## src/rtl/adder_ppn_core_pkg.sv

```systemverilog
// ---------------------------------------------------------------------------
// adder_ppn_core_pkg
// Shared helpers for the pipelined carry-segmented adder.
//   ceil_div  : integer ceiling division
//   seg_lo    : first bit of carry segment k (segment S returns the full width)
//   seg_width : width of carry segment k (always >= 1 when stages <= width)
// ---------------------------------------------------------------------------
package adder_ppn_core_pkg;

    function automatic int ceil_div(input int n, input int d);
        return (n + d - 1) / d;
    endfunction

    // Segments are ceil(w/s) bits wide, LSB first, and the top segment takes
    // the remainder. The start is clamped so every later segment keeps at
    // least one bit, which stops the top segment collapsing to zero width
    // for awkward width/stage combinations.
    function automatic int seg_lo(input int k, input int w, input int s);
        int lo;
        if (k >= s) begin
            return w;
        end
        lo = k * ceil_div(w, s);
        if (lo > w - (s - k)) begin
            lo = w - (s - k);
        end
        return lo;
    endfunction

    function automatic int seg_width(input int k, input int w, input int s);
        return seg_lo(k + 1, w, s) - seg_lo(k, w, s);
    endfunction

endpackage

```

## src/rtl/adder_ppn_lane.sv

```systemverilog
// ---------------------------------------------------------------------------
// adder_ppn_lane
// One lane of the pipelined adder: operand extension, add/subtract select
// and a C_STAGES-deep carry-segmented ripple.
//   I_clk, I_rst_n  : clock, synchronous active-low reset
//   I_ce            : pipeline advance enable
//   I_signed, I_sub : mode of the sample presented this cycle
//   I_a, I_b        : operands (C_IN1 / C_IN2 bits)
//   O_sum           : exact C_W = C_IN+1 bit result, C_STAGES enabled cycles later
// ---------------------------------------------------------------------------
module adder_ppn_lane
    import adder_ppn_core_pkg::*;
#(
    parameter int C_IN1    = 12,
    parameter int C_IN2    = 12,
    parameter int C_IN     = 12,
    parameter int C_STAGES = 2
) (
    input  logic              I_clk,
    input  logic              I_rst_n,
    input  logic              I_ce,
    input  logic              I_signed,
    input  logic              I_sub,
    input  logic [C_IN1-1:0]  I_a,
    input  logic [C_IN2-1:0]  I_b,
    output logic [C_IN:0]     O_sum
);

    localparam int C_W = C_IN + 1;

    logic [C_W-1:0] a_ext;
    logic [C_W-1:0] b_ext;
    logic [C_W-1:0] b_eff;

    // Widening by one bit over C_IN makes the sum exact in both modes.
    assign a_ext = {{(C_W - C_IN1){I_signed & I_a[C_IN1-1]}}, I_a};
    assign b_ext = {{(C_W - C_IN2){I_signed & I_b[C_IN2-1]}}, I_b};
    // Subtraction is A + ~B + 1; the +1 enters as the stage-0 carry-in.
    assign b_eff = I_sub ? ~b_ext : b_ext;

    for (genvar k = 0; k < C_STAGES; k++) begin : g_stage
        localparam int LO  = seg_lo(k, C_W, C_STAGES);
        localparam int WD  = seg_width(k, C_W, C_STAGES);
        localparam int WDP = WD + 1;
        localparam int HI  = LO + WD;

        // a_in/b_in hold only the operand bits not yet added; s_q holds the
        // completed low result bits, so both shrink/grow stage by stage.
        logic [C_W-LO-1:0] a_in;
        logic [C_W-LO-1:0] b_in;
        logic              c_in;
        logic [WD-1:0]     seg_sum;
        logic [HI-1:0]     s_nxt;
        logic [HI-1:0]     s_q;

        if (k == 0) begin : g_first
            assign a_in  = a_ext;
            assign b_in  = b_eff;
            assign c_in  = I_sub;
            assign s_nxt = seg_sum;
        end else begin : g_next
            assign a_in  = g_stage[k-1].g_pass.a_q;
            assign b_in  = g_stage[k-1].g_pass.b_q;
            assign c_in  = g_stage[k-1].g_pass.c_q;
            assign s_nxt = {seg_sum, g_stage[k-1].s_q};
        end

        if (k < C_STAGES - 1) begin : g_pass
            logic [WD:0]       sum_full;
            logic [C_W-HI-1:0] a_q;
            logic [C_W-HI-1:0] b_q;
            logic              c_q;

            assign sum_full = {1'b0, a_in[WD-1:0]} + {1'b0, b_in[WD-1:0]} + WDP'(c_in);
            assign seg_sum  = sum_full[WD-1:0];

            always_ff @(posedge I_clk) begin
                if (!I_rst_n) begin
                    a_q <= '0;
                    b_q <= '0;
                    c_q <= 1'b0;
                end else if (I_ce) begin
                    a_q <= a_in[C_W-LO-1:WD];
                    b_q <= b_in[C_W-LO-1:WD];
                    c_q <= sum_full[WD];
                end
            end
        end else begin : g_last
            // Final carry-out is dropped: the C_W-bit result is already exact.
            assign seg_sum = a_in + b_in + WD'(c_in);
        end

        always_ff @(posedge I_clk) begin
            if (!I_rst_n) begin
                s_q <= '0;
            end else if (I_ce) begin
                s_q <= s_nxt;
            end
        end
    end

    assign O_sum = g_stage[C_STAGES-1].s_q;

endmodule

```

## src/rtl/adder_ppn_core.sv

```systemverilog
// ---------------------------------------------------------------------------
// adder_ppn_core
// Multi-lane pipelined add/subtract with a shared valid/mode pipeline.
//   I_clk     : clock, rising edge
//   I_rst_n   : synchronous active-low reset (wins over I_ce)
//   I_ce      : advance enable; when low every register holds
//   I_valid   : sample valid (no back-pressure; a sample is accepted on any
//               edge with I_valid & I_ce and appears on O_valid exactly
//               C_STAGES enabled edges later; O_dout is meaningful only
//               while O_valid is high)
//   I_signed  : 1 = two's-complement operands
//   I_sub     : 1 = A - B
//   I_a, I_b  : C_LANES packed operand lanes, lane 0 in the LSBs
//   O_valid   : result valid
//   O_dout    : C_LANES packed C_OUT-bit results
// ---------------------------------------------------------------------------
module adder_ppn_core
    import adder_ppn_core_pkg::*;
#(
    parameter int C_IN1    = 12,
    parameter int C_IN2    = 12,
    parameter int C_IN     = 12,
    parameter int C_OUT    = 13,
    parameter int C_STAGES = 2,
    parameter int C_LANES  = 1
) (
    input  logic                       I_clk,
    input  logic                       I_rst_n,
    input  logic                       I_ce,
    input  logic                       I_valid,
    input  logic                       I_signed,
    input  logic                       I_sub,
    input  logic [C_LANES*C_IN1-1:0]   I_a,
    input  logic [C_LANES*C_IN2-1:0]   I_b,
    output logic                       O_valid,
    output logic [C_LANES*C_OUT-1:0]   O_dout
);

    localparam int C_W = C_IN + 1;

    logic [C_STAGES-1:0] v_q;
    logic [C_W-1:0]      sum_w [C_LANES];

    always_ff @(posedge I_clk) begin
        if (!I_rst_n) begin
            v_q <= '0;
        end else if (I_ce) begin
            v_q <= (v_q << 1) | C_STAGES'(I_valid);
        end
    end

    assign O_valid = v_q[C_STAGES-1];

    // I_sub and the operand-extension use of I_signed are consumed as the
    // sample enters stage 0; only the output-extension mode has to travel.
    for (genvar l = 0; l < C_LANES; l++) begin : g_lane
        adder_ppn_lane #(
            .C_IN1    (C_IN1),
            .C_IN2    (C_IN2),
            .C_IN     (C_IN),
            .C_STAGES (C_STAGES)
        ) u_lane (
            .I_clk    (I_clk),
            .I_rst_n  (I_rst_n),
            .I_ce     (I_ce),
            .I_signed (I_signed),
            .I_sub    (I_sub),
            .I_a      (I_a[l*C_IN1 +: C_IN1]),
            .I_b      (I_b[l*C_IN2 +: C_IN2]),
            .O_sum    (sum_w[l])
        );
    end

    if (C_OUT > C_W) begin : g_ext
        // Captured I_signed travels with its sample to choose the extension.
        logic [C_STAGES-1:0] sg_q;

        always_ff @(posedge I_clk) begin
            if (!I_rst_n) begin
                sg_q <= '0;
            end else if (I_ce) begin
                sg_q <= (sg_q << 1) | C_STAGES'(I_signed);
            end
        end

        for (genvar l = 0; l < C_LANES; l++) begin : g_map
            assign O_dout[l*C_OUT +: C_OUT] =
                {{(C_OUT - C_W){sg_q[C_STAGES-1] & sum_w[l][C_W-1]}}, sum_w[l]};
        end
    end else begin : g_trunc
        // Narrower output wraps: keep the low C_OUT bits.
        for (genvar l = 0; l < C_LANES; l++) begin : g_map
            assign O_dout[l*C_OUT +: C_OUT] = sum_w[l][C_OUT-1:0];
        end
    end

endmodule
```

## config.mk

```make
export PLATFORM = sky130hd
export DESIGN_NAME = adder_ppn_core
export DESIGN_NICKNAME = d
export VERILOG_FILES = /design/src/rtl/adder_ppn_core_pkg.sv /design/src/rtl/adder_ppn_lane.sv /design/src/rtl/adder_ppn_core.sv
export SDC_FILE = /design/constraint.sdc
export NUM_CORES = 1
export LEC_CHECK = 0
export ABC_AREA = 1
export CAP_MARGIN = 10
export CORE_MARGIN = 5
export CORE_UTILIZATION = 45
export CTS_CLUSTER_SIZE = 40
export DETAILED_ROUTE_END_ITERATION = 6
export PLACE_DENSITY = 0.76
export RECOVER_POWER = 100
export SLEW_MARGIN = 20
export SYNTH_ARGS = -nofsm -noshare
export SYNTH_HDL_FRONTEND = slang
export SYNTH_SLANG_ARGS = --single-unit
```

## constraint.sdc

```tcl
create_clock -name I_clk -period 1.7 [get_ports I_clk]
set_input_delay 0.34 -clock I_clk [delete_from_list [all_inputs] [get_ports I_clk]]
set_output_delay 0.34 -clock I_clk [all_outputs]
set_load 0.02 [all_outputs]
```

==> metrics.md <==
| Metric | Value |
|---|---|
| Synth area leaders | dfxtp_1 (37%), nor2_1 (8.3%), inv_1 (7.7%) |
| Seq. cell area | 701 sq um |
| Root Buffer Master | clkbuf_8 |
| Netlist Area Pre-Place | 0.00190 sq mm |
| Switching Share | 0.274 |
| Hold crit path type | reg -> reg |
| Worst R2R End | g_lane[0].u_lane.O_sum[11] |
| CP required | 1890 ps |
| PwrDens | 857 mW/mm^2 |
| Initial core utilization | 0.468 |
| Hold Fails Final Rpt | 0 |
| Half-perimeter wire length after placement | 3.14 mm |
| Max-slew violations | 0 |
| Worst relative slew slack | 0.659 |
| Placement Rows | 23 |
| Post-synth top cells | nor2_1 (42), inv_1 (39), nand2_1 (37), dfxtp_1 (35), o21ai_0 (26) |
| Die Ht | 75.0 microns |
| Count of input and output buffers | 43 |
| GR Util All Layers | 0.164 |
| Vias in the first global route | 1787 |
| Area growth, synth to finish | 40.8% |
| Crit path kind | in -> reg |
| Grt ovf | 0 |
| Clock-pin slew on the worst setup and hold paths | 70 ps |
| Switching power of the nets | 0.627 mW |
| Clk_lat worst skew | 280 ps |
| R2R cell count | 10 |
| Startpoint types | input port |
| WL/cell | 11.2 microns |
| Period utilisation layout | 0.944 |
| Via density | 4.83 |
| Sink Count | 35 |
| Htree depth | 2 |
| Total power | 2.29 mW |
| R2R setup slack | 140 ps |
| Cts bufs inserted | 5 |
| Cells after synthesis | 266 |
| Outcome | complete, no violations |
| Multi-input gate area | 0.00105 sq mm |
| Post-synth cell types | 20 |
| P_leak | 1.33 nW |
| Final net count | 363 |
| Fill cells | 349 |
| CTS Buffer Depth | 2 |
| Top cell type's share of synthesized area | 0.369 |
| Number of synthesized flops with an enable pin | 0 |
| Internal | 1.66 mW |
| Peak Freq | 623 MHz |
| Die X | 75.0 microns |
| CP arrival | 1790 ps |
| Post-route DRC | 0 |
| DRT Wirelength | 4.14 mm |
| First DRT Iteration DRCs | 141 |
| Post-synthesis sequential area ratio | 0.369 |
| Hold path start | g_lane[0].u_lane.g_stage[0].s_q[2] |
| Core ar. | 0.00406 sq mm |
| Share of cells above drive strength 1 | 0.121 |
| FFs w/ async S/R, synth | 0 |
| Non-filler cells, final | 371 |
| Share of total power in the clock network | 0.331 |
| Detail Route Antenna Nets | 0 |
| Critical Path Fanout Max | 4 |
| Yosys top cell by area | dfxtp_1 |
| Clk_skew | 3.63 ps |
| Die Area | 0.00562 sq mm |
| Average size of a mapped cell | 7.14 sq um |
| First-pass GRT wire length | 7.13 mm |
| Diode count | 0 |
| Crit. Startpoint | I_b[2] |
| Critical path endpoint category | flop |
| Worst Setup Slack, final | 95.6 ps |
| CTS tree | built |
| Worst hold path stage count | 2 |
| Worst-Margin Slew | 512 ps |
| Seq pwr share | 0.403 |
| Hold buffers post-CTS | 0 |
| Part of the power in combinational logic | 0.266 |
| Place WS | -418 ps |
| Via count | 1791 |
| I/O pin count | 44 |
| Post-Syn Nets | 309 |
| Top FF cell, synth | dfxtp_1 |
| 1st-pass router iterations | 4 |
| Initial antenna violation count | 0 |
| Peak VDD IR | 0.000495 V |
| Hold endpoint | g_lane[0].u_lane.O_sum[2] |
| Most frequent cell after synthesis | nor2_1 |
| # setup viols final | 0 |
| Synth Register Bits | 35 |
| Number of max-cap violations | 0 |
| Reg2reg start | g_lane[0].u_lane.g_stage[0].g_pass.c_q |
| Post-Place Cells | 362 |
| Fin crit period | 1600 ps |
| GP Congestion | 0.830 |
| Ys Warns | 0 |
| Largest net degree at the start of global routing | 41 |
==> metal layers <==
layer,wire length [microns],global-route usage,vias to the layer above
li1,-,-,943
met1,1710,0.169,797
met2,2090,0.310,38
met3,204,0.0334,13
met4,139,0.0850,0
met5,0,0,-
==> power groups by stage <==
| stage | clock network [mW] | logic (mW) | registers [mW] |
|---|---|---|---|
| 3_5_place_dp | 0 | 0.593 | 0.940 |
| 3_3_place_gp | 0 | 0.576 | 0.939 |
| 4_1_cts | 0.787 | 0.594 | 0.923 |
| 2_1_floorplan | 0 | 0.318 | 0.966 |
| 5_1_grt | 0.821 | 0.683 | 0.931 |
| 6_report | 0.759 | 0.609 | 0.923 |
==> per-stage QoR <==
step | cell area [sq um] | hold slack [ps] | setup TNS (ps) | utilization
3_3_place_gp | 2510 | 434 | -2380 | 0.619
5_1_grt | 2670 | 482 | -42.7 | 0.659
4_1_cts | 2630 | 463 | 0 | 0.647
2_1_floorplan | 1940 | 430 | 0 | -
3_5_place_dp | 2510 | 453 | -2640 | 0.619
6_report | 2670 | 460 | 0 | 0.659
==> final cells by class <==
class	count	share of cell area
Multi-Input combinational cell	179	0.392
Tap cell	50	0.0234
Inverter	40	0.0562
Timing Repair Buffer	59	0.222
Sequential cell	35	0.262
Clock buffer	6	0.0309
Clock inverter	2	0.0131
==> critical path: stages <==
cell and delay, ps:
clkdlybuf4s50_1 410, xor2_1 160, ha_1 330, nand2_1 90, nand2_2 60, nand2_2 80, nand3_2 80, nand2_1 80
nand3_1 60, nand2_1 60, inv_1 30
==> how the worst max path moves through the flow <==
stage                                        endpoint  cells past startpoint
2_1_floorplan      g_lane[0].u_lane.g_stage[0].s_q[4]                     10
3_3_place_gp       g_lane[0].u_lane.g_stage[0].s_q[6]                     11
3_5_place_dp       g_lane[0].u_lane.g_stage[0].s_q[6]                     11
4_1_cts                    g_lane[0].u_lane.O_sum[11]                     10
5_1_grt        g_lane[0].u_lane.g_stage[0].g_pass.c_q                     12
6_report           g_lane[0].u_lane.g_stage[0].s_q[5]                     11
==> layout by cell type (no fill, tap or decap) <==
cell type        netlist  routed
nor2_1                42      42
inv_1                 39      39
clkdlybuf4s50_1        0      37
nand2_1               37      35
dfxtp_1               35      35
o21ai_0               26      26
a21oi_1               21      19
xor2_1                15      14
nand3_1               19      14
buf_4                  1      13
ha_1                  10      10
clkbuf_8               0       6
nand3_2                0       5
nand2_2                1       3
fa_2                   0       3
dlymetal6s2s_1         0       3
buf_12                 0       3
a21oi_2                0       2
nand4_1                2       2
inv_2                  1       1
xor2_4                 0       1
a21o_1                 1       1
o211ai_1               1       1
a211oi_1               1       1
clkinv_2               0       1
bufinv_16              0       1
dlygate4sd2_1          0       1
dlygate4sd3_1          0       1
clkdlybuf4s15_1        0       1
==> cell families after synthesis <==
| group | synth area share |
|---|---|
| adder cells (fa/ha/maj) | 0.0975 |
| XOR/XNOR | 0.0692 |
| AND/OR/NAND/NOR | 0.216 |
| AO/OA/AOI/OAI | 0.136 |
| buffers and inverters | 0.113 |
| flip-flops | 0.369 |
==> state kept, by name, indices dropped and copies added (netlist names) <==
name	count
g_lane.u_lane.g_stage.g_pass.a_q	6
g_lane.u_lane.g_stage.g_pass.b_q	6
g_lane.u_lane.g_stage.s_q	7
v_q	2
g_lane.u_lane.g_stage.g_pass.c_q	1
g_lane.u_lane.O_sum	13
==> what timing repair did <==
action	CTS	global route
setup buffers	0	1
setup endpoints to repair	6	6
gates resized for setup	2	14
pin swaps	0	13
No activity file was read; power rests on OpenSTA's default activity.
